File: config.mk
export PLATFORM = sky130hd
export DESIGN_NAME = first_set_finder_pipelined_flat
export DESIGN_NICKNAME = d
export VERILOG_FILES = /design/src/rtl/first_set_finder_pipelined_if.sv /design/src/rtl/first_set_finder_pipelined.sv /design/src/flat_wrapper.sv
export SDC_FILE = /design/constraint.sdc
export NUM_CORES = 1
export LEC_CHECK = 0
export CAP_MARGIN = 20
export CORE_UTILIZATION = 30
export DETAILED_ROUTE_END_ITERATION = 16
export DONT_BUFFER_PORTS = 1
export PLACE_DENSITY_LB_ADDON = 0.3
export SKIP_CTS_REPAIR_TIMING = 1
export SYNTH_ARGS = -nofsm -noshare
export SYNTH_HDL_FRONTEND = slang
export SYNTH_SLANG_ARGS = --single-unit
File: constraint.sdc
create_clock -name clk -period 1.5 [get_ports clk]
set_clock_uncertainty 0.05 [all_clocks]
set_input_delay 0.45 -clock clk [delete_from_list [all_inputs] [get_ports clk]]
set_output_delay 0.45 -clock clk [all_outputs]
set_load 0.02 [all_outputs]
File: src/rtl/first_set_finder_pipelined_if.sv
// Handshake bundle for first_set_finder_pipelined: search vector in, lowest-set index out.
// FFS_MASK_EN adds a per-bit search mask sampled alongside the vector.
interface first_set_finder_pipelined_if #(
    parameter int WIDTH = 13
);
    localparam int IDXW = $clog2(WIDTH);

    logic [WIDTH-1:0] in;
    logic             validIn;
`ifdef FFS_MASK_EN
    logic [WIDTH-1:0] mask;
`endif
    logic [IDXW-1:0]  index;
    logic             found;
    logic             validOut;

`ifdef FFS_MASK_EN
    modport master (output in, validIn, mask, input index, found, validOut);
    modport slave  (input in, validIn, mask, output index, found, validOut);
`else
    modport master (output in, validIn, input index, found, validOut);
    modport slave  (input in, validIn, output index, found, validOut);
`endif
endinterface

File: src/rtl/first_set_finder_pipelined.sv
// Pipelined radix-4 find-first-set: each stage picks the lowest nonzero quarter and emits 2 index bits.
// Optional FFS_MASK_EN ANDs a mask into the input stage; latency is unchanged.
module first_set_finder_pipelined #(
    parameter int WIDTH = 13
) (
    input  logic                          clk,
    input  logic                          reset,
    first_set_finder_pipelined_if.slave   bus
);
    localparam int IDXW   = $clog2(WIDTH);
    localparam int STAGES = ($clog2(WIDTH) + 1) / 2;
    localparam int PW     = 1 << (2 * STAGES);
    localparam int IW     = 2 * STAGES;

    logic [PW-1:0]   vec_s;
    logic [IDXW-1:0] index_r;
    logic            found_r;
    logic            valid_r;

    // Zero-pad the (optionally masked) input up to a whole power of four
    always_comb begin
        vec_s = '0;
`ifdef FFS_MASK_EN
        vec_s[WIDTH-1:0] = bus.in & bus.mask;
`else
        vec_s[WIDTH-1:0] = bus.in;
`endif
    end

    for (genvar g = 0; g < STAGES; g++) begin : stg
        localparam int S  = STAGES - 1 - g;
        localparam int GW = 1 << (2 * S);

        logic [4*GW-1:0] din_s;
        logic            vin_s;
        logic [IW-1:0]   pin_s;
        logic [3:0]      flag_s;
        logic [1:0]      sel_s;
        logic [IW-1:0]   pout_s;

        if (g == 0) begin : src
            assign din_s = vec_s;
            assign vin_s = bus.validIn;
            assign pin_s = '0;
        end else begin : link
            assign din_s = stg[g-1].pipe.data_r;
            assign vin_s = stg[g-1].pipe.v_r;
            assign pin_s = stg[g-1].pipe.idx_r;
        end

        // Group-nonzero flags for the four groups of this stage
        always_comb begin
            for (int k = 0; k < 4; k++) begin
                flag_s[k] = |din_s[k*GW +: GW];
            end
        end

        // Lowest nonzero group wins; an all-zero vector resolves to group 0
        always_comb begin
            if (flag_s[0]) begin
                sel_s = 2'd0;
            end else if (flag_s[1]) begin
                sel_s = 2'd1;
            end else if (flag_s[2]) begin
                sel_s = 2'd2;
            end else if (flag_s[3]) begin
                sel_s = 2'd3;
            end else begin
                sel_s = 2'd0;
            end
        end

        assign pout_s = pin_s | (IW'(sel_s) << (2 * S));

        if (S > 0) begin : pipe
            logic [GW-1:0] data_r;
            logic [IW-1:0] idx_r;
            logic          v_r;

            // Valid bit is cleared by reset; data and partial index need no reset
            always_ff @(posedge clk) begin
                if (reset) begin
                    v_r <= 1'b0;
                end else begin
                    v_r <= vin_s;
                end
                data_r <= din_s[sel_s*GW +: GW];
                idx_r  <= pout_s;
            end
        end else begin : last
            // Output register: bubbles and reset present index=0, found=0
            always_ff @(posedge clk) begin
                if (reset) begin
                    valid_r <= 1'b0;
                    found_r <= 1'b0;
                    index_r <= '0;
                end else if (vin_s) begin
                    valid_r <= 1'b1;
                    found_r <= |flag_s;
                    index_r <= pout_s[IDXW-1:0];
                end else begin
                    valid_r <= 1'b0;
                    found_r <= 1'b0;
                    index_r <= '0;
                end
            end
        end
    end

    assign bus.index    = index_r;
    assign bus.found    = found_r;
    assign bus.validOut = valid_r;
endmodule
File: src/flat_wrapper.sv
// flat-port wrapper written by rule: the top's interface ports become plain ports
module first_set_finder_pipelined_flat 
#(
    parameter int WIDTH = 13
)
  (clk, reset, bus_in, bus_validIn, bus_index, bus_found, bus_validOut);
  first_set_finder_pipelined_if #(.WIDTH(WIDTH)) bus_i ();
  input  logic clk;
  input  logic reset;
  input wire logic [$bits(bus_i.in)-1:0] bus_in;
  input wire logic [$bits(bus_i.validIn)-1:0] bus_validIn;
  output wire logic [$bits(bus_i.index)-1:0] bus_index;
  output wire logic [$bits(bus_i.found)-1:0] bus_found;
  output wire logic [$bits(bus_i.validOut)-1:0] bus_validOut;
  assign bus_i.in = bus_in;
  assign bus_i.validIn = bus_validIn;
  assign bus_index = bus_i.index;
  assign bus_found = bus_i.found;
  assign bus_validOut = bus_i.validOut;
  first_set_finder_pipelined #(.WIDTH(WIDTH)) u_core (.clk(clk), .reset(reset), .bus(bus_i));
endmodule
Yosys cells after proc, flatten, opt, wreduce, memory -nomap -nowiden
Index checks and enable logic that the tools add are counted.
{ "classes": {"reduce_logical": 5, "n_bitwise": 2, "n_shift": 1, "n_mux": 9} }
{ "ops": {"columns": ["op", "n"], "rows": [
  ["2-bit 2-to-1 mux", 8],
  ["4-bit OR reduction", 4],
  ["16-bit by 5-bit variable part select with 4-bit output", 1],
  ["4-bit by 2-bit bitwise OR with 4-bit output", 1],
  ["2-bit OR reduction", 1],
  ["1-bit 2-to-1 mux", 1],
  ["1-bit inverter", 1]
]} }
{ "totals": {"word_cells": 23, "reg_bits": 13, "output_inout_bits": 6, "inputBits": 16} }

Longest topological paths before layout
Gate-level depths: netlist (run 1).
{ "depth": {"ltp_word": 5, "ltp_mapped": 3, "depth_no_buf": 3} }

Worst setup path after synthesis (run 1)
No wires, ideal clock.
{ "synth_timing": {"path_type": "input to register", "from": "input port bus_in[9]", "to": "register u_core.stg[0].pipe.data_r[0]", "setup_slack_ps": -6, "required_ps": 1364, "stages": 3, "arrival_time_ps": 1370, "setup_time_ps": 86, "n_path_buf": 0, "cell_sequence": "or4_4 > o21a_1 > a221oi_2"} }
{ "synth_between": {"elab_chain_cells": 5} }
{ "synth_rtl": {"columns": ["item", "line", "rtl"], "rows": [
  ["start: declaration", "flat_wrapper.sv:10", "input wire logic [$bits(bus_i.in)-1:0] bus_in;"],
  ["4-bit OR reduction", "first_set_finder_pipelined.sv:54", "flag_s[k] = |din_s[k*GW +: GW];"],
  ["2-bit 2-to-1 mux", "first_set_finder_pipelined.sv:64", "end else if (flag_s[2]) begin"],
  ["2-bit 2-to-1 mux", "first_set_finder_pipelined.sv:62", "end else if (flag_s[1]) begin"],
  ["2-bit 2-to-1 mux", "first_set_finder_pipelined.sv:60", "if (flag_s[0]) begin"],
  ["16-bit by 5-bit variable part select with 4-bit output", "first_set_finder_pipelined.sv:87", "data_r <= din_s[sel_s*GW +: GW];"],
  ["end signal: assignment", "first_set_finder_pipelined.sv:87", null],
  ["end: declaration", "first_set_finder_pipelined.sv:76", "logic [GW-1:0] data_r;"]
]} }
No other way between the ends.
A chain may end at the register's enable or synchronous reset.

Final worst setup path (run 1)
Same ends and word-level chain as after synthesis.

==> reports/qor.yml, run 1 <==
outcome:
  status: "finished clean"
global_route:
  groute.usage.overall: 0.0952
  grt_util_met3: 0.0500
  globalRoute.totalOverflow: 0
  number_of_antenna_violations_at_the_first_check_in_global_routing: 0
  grt_pass1_vias: 265
  grt-busiest-layer: "met2"
  groute.layer.met2.usage: 0.127
  grt_pass1_wl_um: 959
  met1_usage: 0.111
  grt_start_max_net_pins: 9
worst_setup_path:
  cpPeakStageDelay_ns: 0.52
  crit_path_cell_trace: "or4_4 > o21a_1 > a221oi_2"
  timing_worst_setup_path_type: "input pin to flip-flop"
  worstPathArrival_ns: 1.41
  setup.worst_path.end_class: "flip-flop"
  timing.critical_path.required_ns: 1.63
  cpMaxStageDelayCell: "sky130_fd_sc_hd__or4_4"
  startpoint_type: "input pin"
  largest_fanout_of_any_net_on_the_critical_path: 2
drt:
  drt_pass1_iterations: 2
  drc: 0
  routed_via_density: 4.77
  first_iter_violations: 2
  route.antenna.remaining_nets: 0
  vias: 305
  detail_route.wl_per_cell_um: 10.0
  route.final.wire_length_um: 640
clock_tree:
  clk-insertion-delay-late_ns: 0.26
  htree_levels: 1
  root_buffer: "sky130_fd_sc_hd__clkbuf_4"
  clock_sink_count: 13
  numCtsBuffers: 3
  clk_transition_reported_paths_ns: 0.08
  cts-root-to-sink-buffers: 2
  cts_tree: "built"
placed_design:
  dp.final_hpwl_um: 519
  placedCellCount: 60
  preCtsSetupSlack_ns: -0.0597
  routabilityCongestion: 0.739
  placement.io_buffers: 0
logic_synthesis:
  yosysWarnings: 0
  synthesis.area_um2: 444
  synth.net_count: 60
  main_combinational_cell_family_by_area_after_synthesis: "simple AND/OR/NAND/NOR gates"
  synthesis.area_per_instance_um2: 10.1
  netlist-cell-type-count: 15
  syn-instance-count: 44
  xor_xnor_share_of_the_synthesized_area: 0
  postSynthRegisterBits: 13
  seq_area_frac_synth: 0.586
  yosys.area_share.adder: 0
  synthMuxAreaShare: 0
  post_synth_and_or_nand_nor_area_fraction: 0.220
  compound_gate_portion_of_the_synthesized_area: 0.169
floorplan:
  die_y_um: 40.5
  fp.dieW_um: 40.5
  initial_utilization: 0.333
  top_level_ports: 22
  placeableCoreArea_um2: 1330
  die_area_um2: 1640
  rows: 13
sta:
  final_critical_path_setup_slack_ns: 0.222
  setup_tns_ns: 0
  slew_headroom: 0.770
  grt_setup_unrepaired: "false"
  report.final.slew_viol_count: 0
  tightestPinTransition_ns: 0.343
  timing.final.crit_period_ns: 1.28
  timing.fmax_ghz: 0.783
  post-route-period-util: 0.852
  number_of_failing_setup_endpoints_in_the_final_timing_report: 0
  finalHoldViolCount: 0
final_layout:
  flow.area_growth_from_synthesis_pct: 12.1
  finish.cell_count_without_fillers: 64
  fin_util: 0.373
  antennaDiodeCount: 0
  finish.net_count: 66
  post_route_cells_drive_above_1_share: 0.163
hold_path:
  timing.hold.worst.class: "input pin to flip-flop"
run:
  maxCapViolations: 0
power:
  static-leakage-power_nw: 0.201
  total_power_mw: 0.601
  powerDensity_nw_per_um2: 1210
  peakVddDrop_v: 0.000382
-- cell families (layout without fill, tap and decap cells) --
group           Yosys count  after routing
flops                    13             13
compound gates           11             11
buf+inv                   3              8
simple gates             17             17
-- cell usage in the layout, fill, tap and decap left out --
master,instances
sky130_fd_sc_hd__or4_4,1
sky130_fd_sc_hd__a221oi_2,1
sky130_fd_sc_hd__buf_4,1
sky130_fd_sc_hd__nor3_1,2
sky130_fd_sc_hd__nor2_1,7
sky130_fd_sc_hd__and2_1,2
sky130_fd_sc_hd__nor4_1,1
sky130_fd_sc_hd__nand2b_1,2
sky130_fd_sc_hd__a21oi_1,5
sky130_fd_sc_hd__o21a_1,1
sky130_fd_sc_hd__nor4_2,1
sky130_fd_sc_hd__clkinv_2,1
sky130_fd_sc_hd__o21bai_1,3
sky130_fd_sc_hd__nor2b_1,1
sky130_fd_sc_hd__clkbuf_4,3
sky130_fd_sc_hd__dfxtp_1,13
sky130_fd_sc_hd__o21ai_1,1
sky130_fd_sc_hd__inv_1,3
-- synthesized netlist by cell type --
| master | instances | area (µm²) |
|---|---|---|
| sky130_fd_sc_hd__dfxtp_1 | 13 | 260 |
| sky130_fd_sc_hd__nor2_1 | 7 | 26.3 |
| sky130_fd_sc_hd__a21oi_1 | 5 | 25.0 |
| sky130_fd_sc_hd__inv_1 | 3 | 11.3 |
| sky130_fd_sc_hd__o21bai_1 | 3 | 22.5 |
| sky130_fd_sc_hd__and2_1 | 2 | 12.5 |
| sky130_fd_sc_hd__nand2b_1 | 2 | 12.5 |
| sky130_fd_sc_hd__nor3_1 | 2 | 10.0 |
| sky130_fd_sc_hd__a221oi_2 | 1 | 15.0 |
| sky130_fd_sc_hd__nor2b_1 | 1 | 6.26 |
| sky130_fd_sc_hd__nor4_1 | 1 | 6.26 |
| sky130_fd_sc_hd__nor4_2 | 1 | 12.5 |
| sky130_fd_sc_hd__o21a_1 | 1 | 7.51 |
| sky130_fd_sc_hd__o21ai_1 | 1 | 5.00 |
| sky130_fd_sc_hd__or4_4 | 1 | 11.3 |
-- registers in the layout, indices dropped and copies added, names as in the netlist --
register                count
u_core.stg.pipe.idx_r       2
u_core.bus.index            4
u_core.stg.pipe.v_r         1
u_core.bus.validOut         1
u_core.bus.found            1
u_core.stg.pipe.data_r      4
-- stage by stage --
| step | hold WS, ns | instance area [µm²] |
|---|---|---|
| after floorplan | 0.356 | 444 |
| after global placement | 0.361 | 470 |
| after detailed placement | 0.361 | 470 |
| after CTS | 0.179 | 498 |
| after global routing | 0.176 | 498 |
| final | 0.194 | 498 |
-- critical path: cells and delay by family --
family / cells / cell delay [ns]
AND/OR/NAND/NOR: 1 / 0.52
AO/OA/AOI/OAI: 2 / 0.44
-- report_power, final --
group          internal, mW  switching (mW)  leakage (nW)  total (mW)
logic                0.0151          0.0142        0.0766      0.0293
clock network        0.0985           0.105        0.0177       0.203
registers             0.358          0.0104         0.107       0.368
-- layout make-up --
cell class              count  area, µm²
clock buffers               3       22.5
clock inverters             1       5.00
fillers                   141        836
inverters                   3       11.3
multi-input cells          28        173
flip-flops and latches     13        260
well taps                  15       18.8
repair buffers              1       7.51
-- worst paths after layout --
check	start	to	slack, ns	cells after the start
hold reg to reg	u_core.stg[0].pipe.idx_r[3]$_DFF_P_	u_core.bus.index[3]$_SDFF_PP0_	0.38	1
hold / removal	reset	u_core.stg[0].pipe.v_r$_SDFF_PP0_	0.19	1
setup / recovery	bus_in[9]	u_core.stg[0].pipe.data_r[0]$_DFF_P_	0.22	3
setup reg to reg	u_core.stg[0].pipe.v_r$_SDFF_PP0_	u_core.bus.index[2]$_SDFF_PP0_	0.71	3
-- metal layers --
metal  wire (µm)  up-vias
met1         311      123
met2         275       20
met3          52        0
li1            -      162
met4           0        0
met5           0        -
Note: power is estimated with default switching activity, not from simulation.
==> run 2, diff against run 1 <==
PLACE_DENSITY_LB_ADDON = default   (was 0.3)
==> reports/qor.yml, run 2 (synthesis results as in run 1) <==
drt:
  route.final.wire_length_um: 631  # -1.4%
  drc: 0  # unchanged
  drt_pass1_iterations: 2  # unchanged
  routed_via_density: 4.80  # +0.66%
  first_iter_violations: 11  # +9
  route.antenna.remaining_nets: 0  # unchanged
  detail_route.wl_per_cell_um: 9.86  # -1.4%
  vias: 307  # +0.66%
final_layout:
  flow.area_growth_from_synthesis_pct: 12.1  # unchanged
  fillCellCount: 144  # +2.1%
  final_common_cell: "sky130_fd_sc_hd__dfxtp_1"
  seq_area_um2: 260  # unchanged
  post_route_cells_drive_above_1_share: 0.163  # unchanged
  layout.cells.most_common_list: "13 x sky130_fd_sc_hd__dfxtp_1, 7 x sky130_fd_sc_hd__nor2_1, 5 x sky130_fd_sc_hd__a21oi_1"
  antennaDiodeCount: 0  # unchanged
  fin_util: 0.373  # unchanged
  finish.net_count: 66  # unchanged
  area_of_combinational_cells_with_multiple_inputs_um2: 173  # unchanged
sta:
  slew_headroom: 0.780  # +0.0107
  setup_tns_ns: 0  # unchanged
  number_of_failing_setup_endpoints_in_the_final_timing_report: 0  # unchanged
  report.final.slew_viol_count: 0  # unchanged
  grt_setup_unrepaired: "false"
  tightestPinTransition_ns: 0.327  # -0.0160 ns
  final_critical_path_setup_slack_ns: 0.237  # +0.0148 ns
  timing.final.crit_period_ns: 1.26  # -0.0148 ns
  timing.fmax_ghz: 0.792  # +1.2%
  post-route-period-util: 0.842  # -0.00988
  finalHoldViolCount: 0  # unchanged
worst_setup_path:
  cpPeakStageDelay_ns: 0.52  # about the same
  largest_fanout_of_any_net_on_the_critical_path: 2  # unchanged
  startpoint_type: "input pin"
  worstPathArrival_ns: 1.40  # about the same
  cpMaxStageDelayCell: "sky130_fd_sc_hd__or4_4"
  timing_worst_setup_path_type: "input pin to flip-flop"
  setup.worst_path.end_class: "flip-flop"
  timing.critical_path.required_ns: 1.64  # about the same
  reg2regPathDepth: 3  # unchanged
  reg2reg_to: "u_core.bus.index[3]$_SDFF_PP0_"
  r2r_slack_ns: 0.70  # about the same
  crit_path_cell_trace: "or4_4 > o21a_1 > a221oi_2"
  worst_r2r_startpoint: "u_core.stg[0].pipe.v_r$_SDFF_PP0_"
placed_design:
  preCtsSetupSlack_ns: -0.0378  # +0.0219 ns
  routabilityCongestion: 0.743  # +0.46%
  placement.io_buffers: 0  # unchanged
  dp.final_hpwl_um: 511  # -1.4%
hold_path:
  hold_end: "u_core.stg[0].pipe.v_r$_SDFF_PP0_"
  timing.hold.worst.class: "input pin to flip-flop"
  worstHoldStart: "reset"
  hold-path-cell-count: 1  # unchanged
outcome:
  status: "finished clean"
floorplan:
  initial_utilization: 0.333  # unchanged
  top_level_ports: 22  # unchanged
  die_y_um: 40.5  # unchanged
  fp.dieW_um: 40.5  # unchanged
  rows: 13  # unchanged
  placeableCoreArea_um2: 1330  # unchanged
  die_area_um2: 1640  # unchanged
power:
  total_power_mw: 0.598  # -0.38%
  peakVddDrop_v: 0.000447  # +17%
  static-leakage-power_nw: 0.201  # unchanged
  powerDensity_nw_per_um2: 1200  # -0.38%
run:
  maxCapViolations: 0  # unchanged
clock_tree:
  root_buffer: "sky130_fd_sc_hd__clkbuf_4"
  clk_transition_reported_paths_ns: 0.07  # about the same
  cts_tree: "built"
  cts-root-to-sink-buffers: 2  # unchanged
  clk-insertion-delay-late_ns: 0.27  # about the same
  htree_levels: 1  # unchanged
  clock_sink_count: 13  # unchanged
  numCtsBuffers: 3  # unchanged
global_route:
  grt_start_max_net_pins: 9  # unchanged
  grt_pass1_wl_um: 945  # -1.5%
  groute.usage.overall: 0.102  # +0.00680
  grt_pass1_vias: 246  # -7.2%
  number_of_antenna_violations_at_the_first_check_in_global_routing: 0  # unchanged
  globalRoute.totalOverflow: 0  # unchanged
-- run 2: cell counts in the layout (fill, tap and decap cells not counted) --
No cell type changed its count.
-- run 2: metal layers --
layer	share of wire	wire length, µm	GRT usage
met1	0.46	291	0.101
met4	0	0	0.0750
met2	0.43	269	0.127
met3	0.11	70	0.100
met5	0	0	0
-- run 2: worst max path at each step --
stage	start	to	depth (start not counted)
6_report	bus_in[9]	u_core.stg[0].pipe.data_r[0]$_DFF_P_	3
3_3_place_gp	bus_in[9]	u_core.stg[0].pipe.data_r[0]$_DFF_P_	3
5_1_grt	bus_in[9]	u_core.stg[0].pipe.data_r[0]$_DFF_P_	3
2_1_floorplan	bus_in[9]	u_core.stg[0].pipe.data_r[0]$_DFF_P_	3
3_5_place_dp	bus_in[9]	u_core.stg[0].pipe.data_r[0]$_DFF_P_	3
4_1_cts	bus_in[9]	u_core.stg[0].pipe.data_r[0]$_DFF_P_	3
-- run 2: cell type report --
type                            instances  share of cell area
Sequential cell                        13               0.523
Multi-Input combinational cell         28               0.347
Clock buffer                            3              0.0452
Tap cell                               15              0.0377
Inverter                                3              0.0226
Timing Repair Buffer                    1              0.0151
Clock inverter                          1              0.0101
-- run 2: where the power goes --
group / switching (mW) / internal, mW
Sequential: 0.0105 / 0.358
Clock: 0.102 / 0.0986
Combinational: 0.0138 / 0.0151
-- run 2: through the flow --
| stage | instances | cell area [µm²] | hold WS, ns |
|---|---|---|---|
| after floorplan | 44 | 444 | 0.356 |
| after global placement | 60 | 470 | 0.361 |
| after detailed placement | 60 | 470 | 0.361 |
| after CTS | 64 | 498 | 0.180 |
| after global routing | 64 | 498 | 0.167 |
| final | 64 | 498 | 0.191 |
-- run 2: worst max-delay path: cells and delay by family --
kind	cells	cell delay, ns
compound gates	2	0.43
simple gates	1	0.52
==> run 3, diff against run 2 <==
clock period = 1.2 ns   (was 1.5 ns; I/O delays follow)
==> reports/qor.yml, run 3 (synthesis results as in run 1) <==
placed_design:
  preCtsSetupSlack_ns: -0.256  # -0.218 ns
  placement.io_buffers: 0  # unchanged
  dp.final_hpwl_um: 514  # +0.43%
  routabilityCongestion: 0.720  # -3.1%
  placedCellCount: 60  # unchanged
sta:
  tightestPinTransition_ns: 0.222  # -0.105 ns
  final_critical_path_setup_slack_ns: 0.0232  # -0.214 ns
  number_of_failing_setup_endpoints_in_the_final_timing_report: 0  # unchanged
  setup_tns_ns: 0  # unchanged
  timing.final.crit_period_ns: 1.18
  post-route-period-util: 0.981
  grt_setup_unrepaired: "false"
  slew_headroom: 0.851  # +0.0704
  report.final.slew_viol_count: 0  # unchanged
  finalHoldViolCount: 0  # unchanged
  timing.fmax_ghz: 0.850
final_layout:
  fillCellCount: 143  # -0.69%
  layout.cells.most_common_list: "13 x sky130_fd_sc_hd__dfxtp_1, 7 x sky130_fd_sc_hd__nor2_1, 5 x sky130_fd_sc_hd__a21oi_1"
  antennaDiodeCount: 0  # unchanged
  flow.area_growth_from_synthesis_pct: 12.1  # unchanged
  final_common_cell: "sky130_fd_sc_hd__dfxtp_1"
  finish.net_count: 66  # unchanged
  finish.cell_count_without_fillers: 64  # unchanged
  post_route_cells_drive_above_1_share: 0.163  # unchanged
drt:
  route.final.wire_length_um: 621  # -1.6%
  route.antenna.remaining_nets: 0  # unchanged
  vias: 312  # +1.6%
  routed_via_density: 4.88  # +1.6%
  first_iter_violations: 7  # -4
  drc: 0  # unchanged
  detail_route.wl_per_cell_um: 9.70  # -1.6%
  drt_pass1_iterations: 4  # +2
worst_setup_path:
  path_delay_family: "simple AND/OR/NAND/NOR gates"
  crit_path_cell_trace: "or4_4 > o21a_1 > a221oi_2"
  cpMaxStageDelayCell: "sky130_fd_sc_hd__or4_4"
  startpoint_type: "input pin"
  cpPeakStageDelay_ns: 0.52  # about the same
  timing_worst_setup_path_type: "input pin to flip-flop"
  setup.worst_path.end_class: "flip-flop"
  timing.critical_path.required_ns: 1.33  # -0.31 ns
  worstPathArrival_ns: 1.31  # -0.09 ns
  largest_fanout_of_any_net_on_the_critical_path: 2  # unchanged
  cp.buffers_inverters: 0  # unchanged
power:
  static-leakage-power_nw: 0.201  # unchanged
  powerDensity_nw_per_um2: 1500  # +25%
  peakVddDrop_v: 0.000658  # +47%
clock_tree:
  clk_transition_reported_paths_ns: 0.07  # about the same
  clock_sink_count: 13  # unchanged
  htree_levels: 1  # unchanged
  cts_tree: "built"
  numCtsBuffers: 3  # unchanged
  clk-insertion-delay-late_ns: 0.27  # about the same
  root_buffer: "sky130_fd_sc_hd__clkbuf_4"
  cts-root-to-sink-buffers: 2  # unchanged
floorplan:
  fp.dieW_um: 40.5  # unchanged
  die_y_um: 40.5  # unchanged
  initial_utilization: 0.333  # unchanged
  die_area_um2: 1640  # unchanged
  rows: 13  # unchanged
  top_level_ports: 22  # unchanged
  placeableCoreArea_um2: 1330  # unchanged
run:
  maxCapViolations: 0  # unchanged
hold_path:
  timing.hold.worst.class: "input pin to flip-flop"
global_route:
  number_of_antenna_violations_at_the_first_check_in_global_routing: 0  # unchanged
  globalRoute.totalOverflow: 0  # unchanged
  grt_pass1_wl_um: 1010  # +6.6%
  grt_start_max_net_pins: 9  # unchanged
  groute.usage.overall: 0.108  # +0.00567
  grt_pass1_vias: 262  # +6.5%
outcome:
  status: "finished clean"
[run 3: cell type report]
class | instances | area (µm²) | area share
sequential | 13 | 260 | 0.523
multi-input combinational | 28 | 173 | 0.347
clock buffer | 3 | 22.5 | 0.0452
tap | 15 | 18.8 | 0.0377
inverter | 3 | 11.3 | 0.0226
timing repair buffer | 1 | 7.51 | 0.0151
clock inverter | 1 | 5.00 | 0.0101
[run 3: stage by stage]
stage	total power, mW	utilization	area (µm²)	hold slack (ns)
floorplan	0.499	-	444	0.356
global placement	0.506	0.353	470	0.362
detailed placement	0.508	0.353	470	0.376
CTS	0.768	0.373	498	0.0902
global route	0.799	0.373	498	0.0794
finish	0.748	0.373	498	0.104
[run 3: worst paths after layout]
check	startpoint	endpoint	slack [ns]	cells after the start
setup / recovery	bus_in[9]	u_core.stg[0].pipe.data_r[0]$_DFF_P_	0.02	3
hold / removal	reset	u_core.stg[0].pipe.v_r$_SDFF_PP0_	0.10	1
setup reg to reg	u_core.stg[0].pipe.v_r$_SDFF_PP0_	u_core.bus.index[3]$_SDFF_PP0_	0.40	3
hold reg to reg	u_core.stg[0].pipe.idx_r[2]$_DFF_P_	u_core.bus.index[2]$_SDFF_PP0_	0.38	1
[run 3: per-layer routing]
layer  wire [µm]  global-route usage  vias to the layer above
met5           0                   0                        -
li1            -                   -                      163
met3          64               0.100                        0
met4           0              0.0750                        0
met1         278               0.108                      127
met2         278               0.139                       22
[run 3: power breakdown]
part | switching [mW] | internal (mW)
combinational | 0.0172 | 0.0189
clock | 0.129 | 0.123
sequential | 0.0130 | 0.447
[run 3: worst reg2reg max path, delay by kind of cell (launching register included)]
family,cells,cell delay [ns]
and+or+nand+nor,2,0.27
buffers and inverters,1,0.08
DFF,1,0.30
